**config.mk**
```make
export PLATFORM = sky130hd
export DESIGN_NAME = sipo_deserializer_flat
export DESIGN_NICKNAME = d
export VERILOG_FILES = /design/src/rtl/sipo_pkg.sv /design/src/rtl/sipo_deserializer_if.sv /design/src/rtl/sipo_deserializer_shift_core.sv /design/src/rtl/sipo_deserializer.sv /design/src/flat_wrapper.sv
export SDC_FILE = /design/constraint.sdc
export NUM_CORES = 1
export LEC_CHECK = 0
export ABC_CLOCK_PERIOD_IN_PS = 1850
export CAP_MARGIN = 10
export CORE_MARGIN = 5
export CORE_UTILIZATION = 30
export DETAILED_ROUTE_END_ITERATION = 7
export SLEW_MARGIN = 5
export SYNTH_ARGS = -nofsm -noshare
export SYNTH_HDL_FRONTEND = slang
export SYNTH_SLANG_ARGS = --single-unit
export TNS_END_PERCENT = 20
```
**constraint.sdc**
```tcl
create_clock -name clk -period 1.85 [get_ports clk]
set_input_delay 0.4625 -clock clk [delete_from_list [all_inputs] [get_ports clk]]
set_output_delay 0.4625 -clock clk [all_outputs]
set_load 0.005 [all_outputs]
```
**src/rtl/sipo_pkg.sv**
```systemverilog
// Shared types and constants for the serial-in/parallel-out deserializer.
// The SIPO_PARITY_EN build uses the PARITY state; the default build only uses COLLECT.
package sipo_pkg;

  // FSM state encodings, kept as plain constants so they fit a 1-bit state register
  localparam logic [0:0] COLLECT = 1'b0;
  localparam logic [0:0] PARITY  = 1'b1;

  localparam logic DIR_MSB_FIRST = 1'b0;
  localparam logic DIR_LSB_FIRST = 1'b1;

endpackage

```
**src/rtl/sipo_deserializer_if.sv**
```systemverilog
// Parallel valid/ready word port between the deserializer (master) and its consumer (slave).
interface sipo_deserializer_if #(
  parameter int WIDTH = 4
);

  logic [WIDTH-1:0] par_out;
  logic             par_valid;
  logic             par_ready;

  modport master (
    output par_out,
    output par_valid,
    input  par_ready
  );

  modport slave (
    input  par_out,
    input  par_valid,
    output par_ready
  );

endinterface

```
**src/rtl/sipo_deserializer_shift_core.sv**
```systemverilog
// Serial shift register, bit counter and latched direction; flags the cycle a word completes.
// With SIPO_PARITY_EN defined, a PARITY state absorbs one extra bit after the data bits.
module sipo_shift_core
  import sipo_pkg::*;
#(
  parameter int WIDTH = 4
) (
  input  logic             clk,
  input  logic             rst,
  input  logic             ser_in,
  input  logic             ser_valid,
  input  logic             dir,
  output logic             complete,
  output logic [WIDTH-1:0] word
);

  localparam int               CNT_W = (WIDTH > 2) ? $clog2(WIDTH) : 1;
  localparam logic [CNT_W-1:0] LAST  = CNT_W'(WIDTH - 1);

  logic [WIDTH-1:0] sreg;
  logic [WIDTH-1:0] sreg_next;
  logic [CNT_W-1:0] bit_cnt;
  logic             dir_q;
  logic             dir_eff;
  logic             last_bit;
  logic             shift_en;

  // The first bit of a word uses the live dir input; later bits use the latched copy
  assign dir_eff  = (bit_cnt == '0) ? dir : dir_q;
  assign last_bit = (bit_cnt == LAST);

  always_comb begin
    if (dir_eff == DIR_LSB_FIRST) begin
      sreg_next = {ser_in, sreg[WIDTH-1:1]};
    end else begin
      sreg_next = {sreg[WIDTH-2:0], ser_in};
    end
  end

`ifdef SIPO_PARITY_EN
  logic [0:0] state;

  assign shift_en = ser_valid && (state == COLLECT);
  assign complete = ser_valid && (state == PARITY);
  assign word     = sreg;

  always_ff @(posedge clk) begin
    if (rst) begin
      state <= COLLECT;
    end else if (shift_en && last_bit) begin
      state <= PARITY;
    end else if (complete) begin
      state <= COLLECT;
    end
  end
`else
  assign shift_en = ser_valid;
  assign complete = ser_valid && last_bit;
  assign word     = sreg_next;
`endif

  always_ff @(posedge clk) begin
    if (rst) begin
      sreg    <= '0;
      bit_cnt <= '0;
      dir_q   <= DIR_MSB_FIRST;
    end else if (shift_en) begin
      sreg    <= sreg_next;
      bit_cnt <= last_bit ? '0 : bit_cnt + CNT_W'(1);
      if (bit_cnt == '0) begin
        dir_q <= dir;
      end
    end
  end

endmodule

```
**src/rtl/sipo_deserializer.sv**
```systemverilog
// Deserializer top: output holding register, valid/ready handshake, sticky overrun.
// Define SIPO_PARITY_EN to expect an even-parity bit after each word and report parity_err.
module sipo_deserializer
  import sipo_pkg::*;
#(
  parameter int WIDTH = 4
) (
  input  logic                clk,
  input  logic                rst,
  input  logic                ser_in,
  input  logic                ser_valid,
  input  logic                dir,
  sipo_deserializer_if.master bus,
  output logic                overrun,
  output logic                parity_err
);

  logic             complete;
  logic [WIDTH-1:0] word;
  logic [WIDTH-1:0] par_out_q;
  logic             par_valid_q;
  logic             load;

  sipo_shift_core #(
    .WIDTH (WIDTH)
  ) u_core (
    .clk       (clk),
    .rst       (rst),
    .ser_in    (ser_in),
    .ser_valid (ser_valid),
    .dir       (dir),
    .complete  (complete),
    .word      (word)
  );

  // A finished word is only taken if the holding register is empty or being drained now
  assign load = complete && (!par_valid_q || bus.par_ready);

  always_ff @(posedge clk) begin
    if (rst) begin
      par_out_q   <= '0;
      par_valid_q <= 1'b0;
      overrun     <= 1'b0;
    end else begin
      if (load) begin
        par_out_q   <= word;
        par_valid_q <= 1'b1;
      end else if (par_valid_q && bus.par_ready) begin
        par_valid_q <= 1'b0;
      end
      if (complete && !load) begin
        overrun <= 1'b1;
      end
    end
  end

`ifdef SIPO_PARITY_EN
  // ser_in carries the parity bit in the completion cycle
  always_ff @(posedge clk) begin
    if (rst) begin
      parity_err <= 1'b0;
    end else if (load) begin
      parity_err <= (^word) ^ ser_in;
    end
  end
`else
  assign parity_err = 1'b0;
`endif

  assign bus.par_out   = par_out_q;
  assign bus.par_valid = par_valid_q;

endmodule
```
**src/flat_wrapper.sv**
```systemverilog
// flat-port wrapper written by rule: the top's interface ports become plain ports
module sipo_deserializer_flat import sipo_pkg::*;
#(
  parameter int WIDTH = 4
)
  (clk, rst, ser_in, ser_valid, dir, overrun, parity_err, bus_par_out, bus_par_valid, bus_par_ready);
  sipo_deserializer_if #(.WIDTH(WIDTH)) bus_i ();
  input  logic clk;
  input  logic rst;
  input  logic ser_in;
  input  logic ser_valid;
  input  logic dir;
  output logic overrun;
  output logic parity_err;
  output wire logic [$bits(bus_i.par_out)-1:0] bus_par_out;
  output wire logic [$bits(bus_i.par_valid)-1:0] bus_par_valid;
  input wire logic [$bits(bus_i.par_ready)-1:0] bus_par_ready;
  assign bus_par_out = bus_i.par_out;
  assign bus_par_valid = bus_i.par_valid;
  assign bus_i.par_ready = bus_par_ready;
  sipo_deserializer #(.WIDTH(WIDTH)) u_core (.clk(clk), .rst(rst), .ser_in(ser_in), .ser_valid(ser_valid), .dir(dir), .bus(bus_i), .overrun(overrun), .parity_err(parity_err));
endmodule
```
Word level (Yosys, flattened, before mapping):

Cells that the tools add are included.
W data, S select, Z words.

* output and inout bits: 7
* register bits after elaboration: 13
* input port bits: 6

* add/sub/neg operators: 1
* reduce and logical (&&, ||, !) cells: 9
* eq/ne operators: 1
* mux-type cells: 5

Operators by type and width (number)
* $logic_and A1 B1 Y1: 4
* $mux W4: 1
* $mux W1: 3
* $add A2 B1 Y2 const B: 1
* $eq A2 B2 Y1 const B: 1
* $logic_not A1 Y1: 2
* $logic_not A2 Y1: 1
* $mux W2: 1
* $reduce_bool A2 Y1: 1
* $logic_or A1 B1 Y1: 1

Depth between registers and ports, before layout:

* depth in word-level cells: 5
* mapped depth: 5

Cells and area by module:

A second synthesis with hierarchy kept.

* cell total of the unflattened synthesis: 66
* area total of the unflattened synthesis: 623.1 µm²

By module, submodules not included
* sipo_shift_core: sequential area each 140.1 µm², area an instance 347.8 µm², cells an instance 38, instances 1
* sipo_deserializer: sequential area each 120.1 µm², area an instance 275.3 µm², cells an instance 28, instances 1

Worst setup path before layout:

No wires, ideal clock.

* kind: reg-to-reg
* from: reg u_core.u_core.bit_cnt[0]
* to: reg u_core.u_core.sreg[0]
* cell stages (with the launch flop): 6
* setup slack: 0.517 ns
* required time: 1.716 ns
* library setup time: 0.134 ns
* arrival time: 1.199 ns
* path through: dfxtp_1 -> inv_1 -> ha_1 -> mux2i_4 -> mux2i_1 -> a211oi_1

* cells in the longest elaborated chain, start to end: 3

RTL lines
* start, declared: line sipo_deserializer_shift_core.sv:22 `logic [CNT_W-1:0] bit_cnt;`
* start signal, assigned: line sipo_deserializer_shift_core.sv:69 `bit_cnt <= last_bit ? '0 : bit_cnt + CNT_W'(1);`
* $logic_not A2 Y1: line sipo_deserializer_shift_core.sv:29 `assign dir_eff = (bit_cnt == '0) ? dir : dir_q;`
* $mux W1
* $mux W4: line sipo_deserializer_shift_core.sv:33 `if (dir_eff == DIR_LSB_FIRST) begin`
* end signal, assigned: line sipo_deserializer_shift_core.sv:68 `sreg <= sreg_next;`
* end, declared: line sipo_deserializer_shift_core.sv:20 `logic [WIDTH-1:0] sreg;`

Every way passes these cells.
A chain may end at the register's enable or synchronous reset.

Worst setup path after layout:

* from: reg u_core.par_out_q[2], in the netlist u_core.bus.par_out[2]
* to: out bus_par_out[2]

RTL lines
* start, declared: line sipo_deserializer.sv:20 `logic [WIDTH-1:0] par_out_q;`
* start signal, assigned: line sipo_deserializer.sv:46 `par_out_q <= word;`
* end, declared: line flat_wrapper.sv:15 `output wire logic [$bits(bus_i.par_out)-1:0] bus_par_out;`

No word-level cell between the ends.

==> results.tsv <==
stage	metric	value	unit
grt	initial antenna violation count	0	
sta	RSZ-0062 raised after global routing	false	
worst_setup_path	crit path cell chain	clkdlybuf4s50_1	
worst_setup_path	Crit Reg-Reg Startpoint	u_core.u_core.bit_cnt[0]	
power	Combinational Power Share	0.147	
synth	syn avg cell area	9.90	µm²
placed_design	# port buffers	11	
outcome	status	complete, no violations	
placed_design	Place WS	0.111	ns
hold_path	hold path start	u_core.u_core.sreg[0]	
worst_setup_path	worst path buffer plus inverter count	1	
synth	flop and latch count out of synthesis	13	
sta	clock skew	0.00219	ns
power	Worst IR Drop VDD	0.000544	V
drt	final wirelength	1.06	mm
worst_setup_path	Crit Path Class	reg2out	
hold_path	worst hold stages	2	
synth	YS warnings	0	
worst_setup_path	Critical R2R Capture	u_core.u_core.sreg[1]	
die	die area	2810	µm²
cts	clock slew at reported path FFs	0.08	ns
die	Initial Util	0.318	
layout	final std cells w/o fill	94	
placed_design	area of placed instances	687	µm²
worst_setup_path	Crit path max-delay family	buffers and inverters	
worst_setup_path	R2R depth	5	
drt	via count	418	
cts	CTS Buf Count	3	
drt	DR pass1 iterations	4	
synth	syn nets	64	
grt	number of global-route vias before repair	414	
layout	share of cells above drive strength 1	0.0870	
cts	post_cts resized	0	
drt	WL per Instance	11.2	µm
synth	Netlist Area Pre-Place	554	µm²
cts	Post-CTS Setup Repair Bufs	0	
sta	fin crit share	0.860	
layout	Syn-to-layout area delta	28.7	%
grt	largest net degree at the start of global routing	14	
synth	Yosys cell types	16	
cts	clock buffer depth	2	
grt	Tot GR Track Use	0.0877	
layout	Nets	78	
sta	final hold vios	0	
sta	final worst slack	0.259	ns
sta	Peak Freq	0.629	GHz
worst_setup_path	Reg2Reg Setup Slack	0.34	ns
layout	diodes inserted	0	
cts	# H-tree levels	1	
worst_setup_path	worst setup path startpoint	u_core.bus.par_out[2]	
synth	Mapped Cells	56	
power	Flop pwr share	0.544	
sta	setup tns final	0	ns
cts	clock sinks	13	
drt	Via density	4.45	
worst_setup_path	startpoint class of the critical path	register	
worst_setup_path	required time worst endpoint	1.39	ns
worst_setup_path	Slowest-stage cell, CP	clkdlybuf4s50_1	
power	sw frac	0.247	
layout	Design Area, Final	713	µm²
power	PwrDens	784	nW/µm²
power	Pleak	0.269	nW
die	row count	15	
die	Die Span X	53.0	µm
hold_path	hold endpoint	u_core.u_core.sreg[0]	
placed_design	dpl cells	90	
worst_setup_path	Max FO, Critical Path	2	
die	Core Box Area	1750	µm²
grt	total gr overflow	0	
power	Switching Power	0.138	mW
drt	DR DRC count	0	
sta	max-slew violation count	0	
cts	CTS tree	built	
placed_design	GPL Wtd Cong	0.741	
worst_setup_path	critical path arrival	1.13	ns
die	die height	53.0	µm
power	Int Pwr	0.421	mW
worst_setup_path	Worst path max stage delay	0.51	ns
sta	endpoints failing setup	0	
cts	Worst-Skew Late Latency	0.27	ns
sta	Final min period	1.59	ns
worst_setup_path	CP Capture Type	output port	
drt	initial DRC count	5	
cts	hold buffer count at CTS	0	
placed_design	placed wire-length estimate	809	µm
cts	root buffer cell	clkbuf_4	
layout	post-layout util	0.409	
hold_path	hold crit path type	reg2reg	
power	Clock Power Share	0.309	
run	max cap viols	0	
grt	first-pass GRT wire length	1.76	mm
synth	post-synthesis sequential area ratio	0.470	
die	io pins	13	
drt	antenna-violating nets left	0	
## registers in the layout (all words and copies together), names as in the netlist
signal and cells:
u_core.bus.par_out 4, u_core.u_core.sreg 4, u_core.u_core.bit_cnt 2, u_core.bus.par_valid 1, u_core.overrun 1, u_core.u_core.dir_q 1
## placed cells by master (no fill, tap or decap)
cell / synthesis / layout
clkbuf_4: 0 / 3
buf_4: 1 / 1
mux2i_1: 6 / 6
ha_1: 2 / 2
a21oi_1: 5 / 5
nor2_1: 9 / 9
mux2i_4: 1 / 1
nand2_1: 1 / 1
nand2b_1: 1 / 1
dfxtp_1: 13 / 13
o21ba_2: 1 / 1
inv_1: 2 / 2
conb_1: 1 / 1
clkbuf_1: 0 / 1
and2_1: 2 / 2
clkdlybuf4s50_1: 0 / 11
a211oi_1: 9 / 9
## cell type report
class,count,area [µm²]
clock buffers,4,26.3
fillers,178,1030
repair buffers,12,118
inverters,2,7.51
flip-flops and latches,13,260
well taps,25,31.3
multi-input cells,38,270
## cell usage after synthesis
cell type	instances	area [µm²]
a211oi_1	9	67.6
a21oi_1	5	25.0
and2_1	2	12.5
buf_1	1	3.75
buf_2	1	5.00
buf_4	1	7.51
conb_1	1	3.75
dfxtp_1	13	260
ha_1	2	25.0
inv_1	2	7.51
mux2i_1	6	60.1
mux2i_4	1	22.5
nand2_1	1	3.75
nand2b_1	1	6.26
nor2_1	9	33.8
o21ba_2	1	10.0
## power by group through the flow
stage	sequential (mW)	clock [mW]	combinational, mW
after global routing	0.306	0.194	0.0919
after global placement	0.310	0	0.0814
final	0.304	0.173	0.0824
after detailed placement	0.311	0	0.0829
after floorplan	0.309	0	0.0581
after CTS	0.304	0.180	0.0835
## worst max-delay path by stage
stage,end,cells after the start
after floorplan,u_core.u_core.sreg[0],5
after global placement,u_core.u_core.sreg[1],4
after detailed placement,u_core.u_core.sreg[1],4
after CTS,bus_par_out[2],1
after global routing,bus_par_out[2],1
final,bus_par_out[2],1
## logic make-up after synthesis
family	count (synthesis)	share of synthesized area
AOI/OAI and AO/OA	15	0.185
other	1	0.00677
and+or+nand+nor	13	0.102
DFF	13	0.470
muxes	7	0.149
buffers and inverters	5	0.0429
adders and majority gates	2	0.0451
## metrics by stage
stage / hold WS [ns] / total power [mW]
global placement: 0.478 / 0.392
detailed placement: 0.484 / 0.394
finish: 0.491 / 0.559
floorplan: 0.462 / 0.367
global route: 0.510 / 0.591
CTS: 0.494 / 0.567
## metal layers
| metal | share of wire | wire length, µm | GRT usage |
|---|---|---|---|
| met5 | 0 | 0 | 0 |
| met4 | 0 | 0 | 0.0128 |
| met3 | 0.093 | 98 | 0.0479 |
| met2 | 0.48 | 507 | 0.138 |
| met1 | 0.43 | 449 | 0.106 |
Note: power is estimated with default switching activity, not from simulation.
